--- src/rtl/move_cmd_gen.sv ---
// Button front-end for the 2048 controller: synchronises and debounces four
// direction buttons and issues one prioritised, held move command per press.
module move_cmd_gen #(
   parameter int DEBOUNCE_CYCLES = 250000,
   parameter int CNT_W           = 18
) (
   input  logic       Clk,
   input  logic       Reset,
   input  logic       btn_up,
   input  logic       btn_down,
   input  logic       btn_left,
   input  logic       btn_right,
   input  logic       move_ack,
   output logic       move_valid,
   output logic       up,
   output logic       down,
   output logic       left,
   output logic       right,
   output logic [3:0] btn_level
);

   localparam logic [CNT_W-1:0] CNT_LAST = CNT_W'(DEBOUNCE_CYCLES - 1);

   typedef enum logic [1:0] {IDLE, PEND, RELEASE} state_t;

   logic [3:0]       raw;
   logic [3:0]       sync_p0;
   logic [3:0]       sync_p1;
   logic [3:0]       deb;
   logic [3:0]       deb_q;
   logic [CNT_W-1:0] cnt [4];
   logic [3:0]       press;
   logic [3:0]       pick;
   logic [3:0]       dir;
   logic [3:0]       dir_nxt;
   state_t           state;
   state_t           state_nxt;

   // Bit order {right,left,down,up}: the highest set bit has the highest priority.
   function automatic logic [3:0] pick_one(input logic [3:0] p);
      logic [3:0] r;
      r = 4'b0000;
      if (p[3])      r = 4'b1000;
      else if (p[2]) r = 4'b0100;
      else if (p[1]) r = 4'b0010;
      else if (p[0]) r = 4'b0001;
      return r;
   endfunction

   assign raw = {btn_right, btn_left, btn_down, btn_up};

   // Stage: two-flop synchroniser
   always_ff @(posedge Clk) begin
      if (Reset) begin
         sync_p0 <= '0;
         sync_p1 <= '0;
      end else begin
         sync_p0 <= raw;
         sync_p1 <= sync_p0;
      end
   end

   // Stage: debounce; any agreeing cycle restarts the stability count
   always_ff @(posedge Clk) begin
      if (Reset) begin
         deb   <= '0;
         deb_q <= '0;
         for (int i = 0; i < 4; i++) cnt[i] <= '0;
      end else begin
         deb_q <= deb;
         for (int i = 0; i < 4; i++) begin
            if (sync_p1[i] == deb[i]) begin
               cnt[i] <= '0;
            end else if (cnt[i] == CNT_LAST) begin
               deb[i] <= sync_p1[i];
               cnt[i] <= '0;
            end else begin
               cnt[i] <= cnt[i] + CNT_W'(1);
            end
         end
      end
   end

   assign press = deb & ~deb_q;
   assign pick  = pick_one(press);

   // Stage: command handshake
   always_ff @(posedge Clk) begin
      if (Reset) begin
         state <= IDLE;
         dir   <= '0;
      end else begin
         state <= state_nxt;
         dir   <= dir_nxt;
      end
   end

   always_comb begin
      state_nxt = state;
      dir_nxt   = dir;
      case (state)
         IDLE: begin
            if (|press) begin
               dir_nxt   = pick;
               state_nxt = PEND;
            end
         end
         PEND: begin
            if (move_ack) begin
               dir_nxt   = '0;
               state_nxt = RELEASE;
            end
         end
         RELEASE: begin
            // Wait for every button to be released so a held key never repeats.
            if (deb == 4'b0000) state_nxt = IDLE;
         end
         default: begin
            dir_nxt   = '0;
            state_nxt = IDLE;
         end
      endcase
   end

   assign {right, left, down, up} = dir;
   assign move_valid = |dir;
   assign btn_level  = deb;

endmodule

--- config.mk ---
export PLATFORM = sky130hd
export DESIGN_NAME = move_cmd_gen
export DESIGN_NICKNAME = d
export VERILOG_FILES = /design/src/rtl/move_cmd_gen.sv
export SDC_FILE = /design/constraint.sdc
export NUM_CORES = 1
export LEC_CHECK = 0
export CAP_MARGIN = 20
export CORE_MARGIN = 1.5
export CORE_UTILIZATION = 61
export DETAILED_ROUTE_END_ITERATION = 16
export PLACE_DENSITY_LB_ADDON = 0.2
export SLEW_MARGIN = 25
export SYNTH_ARGS = -nofsm -noshare
export SYNTH_HDL_FRONTEND = slang
export SYNTH_SLANG_ARGS = --single-unit
--- constraint.sdc ---
create_clock -name Clk -period 2.5 [get_ports Clk]
set_input_delay 0.5 -clock Clk [delete_from_list [all_inputs] [get_ports Clk]]
set_output_delay 0.5 -clock Clk [all_outputs]
set_load 0.1 [all_outputs]
==> out/results.tsv <==
metric	value	unit
synthesis.area	0.00481	mm2
reg2reg_from	cnt[1][0]	
antenna_found_initial	0	
area_growth	14.5	%
synthArstFlopShare	0	%
viasPerCell	5.25	
drc	0	
finalMaxSlewViolations	0	
die_x	91.8	um
cp-start-kind	register	
startpoint	cnt[1][0]	
cts.hold.buffers_added	0	
fmax	500	MHz
path_buf_inv	1	
crit_chain	ha_1, nand3_1, or4_1, o21ai_2, buf_4, nor2_1	
crit_path_top_delay_cell	or4_1	
grt_pass1_vias	3107	
relSlewSlack	54.4	%
yosysWarningCount	0	
critPathCapture	cnt[1][6]	
dpl.cell_count	644	
postRouteAntennaNets	0	
dp_hpwl	6.04	mm
status	finished clean	
slowest_delay	0.51	ns
rrSetupSlack	0.50	ns
fin_cells	659	
setup_viol	0	
drt_iter0_markers	133	
clockRootBuffer	clkbuf_8	
dr.pass1.iters	5	
cts_tree	done	
cts_buffers	9	
post-place-ws	0.506	ns
htree_levels	3	
worstPathMaxFanout	17	
grt_max_degree	21	
overflow	0	
period_share	80.0	%
path_depth	6	
ys_seq_area_share	54.1	%
port-buffer-count	15	
rsz0062_at_grt	no	
synth.avg_cell_area	10.5	um2
fin_setup_tns	0	ns
clock_sinks	94	
rows	32	
grt_pass1_wl	13.7	mm
gp_congestion	0.811	
coreArea	0.00769	mm2
cp_data_arrival_time	2.10	ns
finalHoldViolations	0	
setup_slack	0.501	ns
die_h	91.8	um
fin_skew	0.0106	ns
synth_top_flop_cell	edfxtp_1	
wl_per_cell	12.3	um
io_pins	16	
p_leak	1.89	nW
start_util	62.6	%
antenna_cells	0	
worst_pin_slew	0.678	ns
reg2regPathDepth	6	
grt_use_total	20.4	%
synth.ff_latch_count	94	
period_minus_slack	2.00	ns
final_core_util	71.6	%
clock_latency	0.35	ns
cp.required	2.60	ns
path_delay_family	simple AND/OR/NAND/NOR gates	
clockBufferDepth	2	
synthCells	456	
drt-total-wl	8.11	mm
end_kind	register	
r2r_end	cnt[1][6]	
postCtsResizedCells	0	
worstSetupPathType	reg2reg	
die_area	0.00843	mm2
p_per_area	506	mW/mm2
cts.clk_slew.worst_paths	0.08	ns
synth_edf_count	72	
worstHoldPathType	reg2reg	
synthDistinctLibCells	46	
peakVddDrop	0.420	mV
layout-drive-gt1-share	8.98	%
finalNetCount	564	
fin_hold_ws	0.446	ns
dr_total_vias	3459	
max_cap_violations	0	
cts_setup_buffers	0	
==> state kept, by name (all words and copies together), names as in the netlist <==
register and cells:
sync_p0 4, btn_level 4, cnt 72, sync_p1 4, state 2, deb_q 4
dir 4
==> how the worst min path moves through the flow <==
stage	slack (ns)	depth (start not counted)	startpoint	end
after global routing	0.46	1	sync_p0[2]	sync_p1[2]
final	0.45	1	sync_p0[3]	sync_p1[3]
after floorplan	0.41	1	sync_p0[0]	sync_p1[0]
after detailed placement	0.43	1	sync_p0[3]	sync_p1[3]
after CTS	0.45	1	sync_p0[3]	sync_p1[3]
after global placement	0.42	1	sync_p0[3]	sync_p1[3]
==> cell type report <==
type                    instances  area [um2]
clock inverters                 5        27.5
clock buffers                  10         128
multi-input cells             406        2360
inverters                      19        71.3
flip-flops and latches         94        2600
fillers                       612        2180
well taps                     102         128
repair buffers                 23         188
==> synth_stat cells, drive strengths merged, types with 9 or more instances <==
| cell | number | area [um2] |
|---|---|---|
| xnor2 | 51 | 447 |
| nand2 | 13 | 48.8 |
| nand4 | 18 | 134 |
| nand3 | 28 | 150 |
| nor3 | 19 | 95.1 |
| edfxtp | 72 | 2160 |
| nor2 | 85 | 319 |
| a21oi | 11 | 55.1 |
| dfxtp | 22 | 440 |
| nor2b | 19 | 119 |
| nor4b | 9 | 78.8 |
| inv | 19 | 71.3 |
| nor4 | 19 | 131 |
==> layer usage <==
layer,share of wire (%),GRT usage [%],vias to the layer above,routed length (um)
met2,47,33.1,52,3840
met3,2.8,3.98,7,227
li1,-,-,1768,-
met5,0,0,-,0
met4,0.81,6.67,0,66
met1,49,27.7,1632,3980
==> report_power, final <==
group | switching (mW) | internal, mW
Sequential | 0.0630 | 1.73
Combinational | 0.0759 | 0.0631
Clock | 0.501 | 0.349
Total | 0.640 | 2.15
==> cells in the final DEF, fill, tap and decap left out, drive strengths merged, types with 4 or more instances in the layout <==
| master | n |
|---|---|
| clkdlybuf4s50 | 6 |
| nand2 | 13 |
| or2 | 5 |
| o21ai | 8 |
| nor2b | 19 |
| nor2 | 85 |
| and3 | 4 |
| buf | 17 |
| inv | 19 |
| clkbuf | 10 |
| nor4 | 19 |
| xnor2 | 51 |
| dfxtp | 22 |
| nor4b | 9 |
| xor2 | 8 |
| or4 | 7 |
| ha | 4 |
| nand3 | 28 |
| edfxtp | 72 |
| a21oi | 11 |
| nand4 | 18 |
| nor3 | 19 |
| conb | 72 |
==> through the flow <==
step,area [um2],power (mW)
floorplan,5080,1.92
global placement,5350,1.96
detailed placement,5350,1.97
CTS,5510,2.80
global route,5510,2.89
finish,5510,2.79
==> cell families (layout without fill, tap and decap cells) <==
kind of cell               after synthesis  after routing  share of synthesized area [%]
xor gates and xnor gates                59             59                           10.7
AOI/OAI and AO/OA                       32             32                           4.76
muxes                                    4              4                          0.884
buffers and inverters                   27             57                           2.32
and+or+nand+nor                        235            235                           26.1
adders and majority gates                4              4                           1.04
other                                    1             72                         0.0780
DFF                                     94             94                           54.1
No activity file was read; power rests on OpenSTA's default activity.
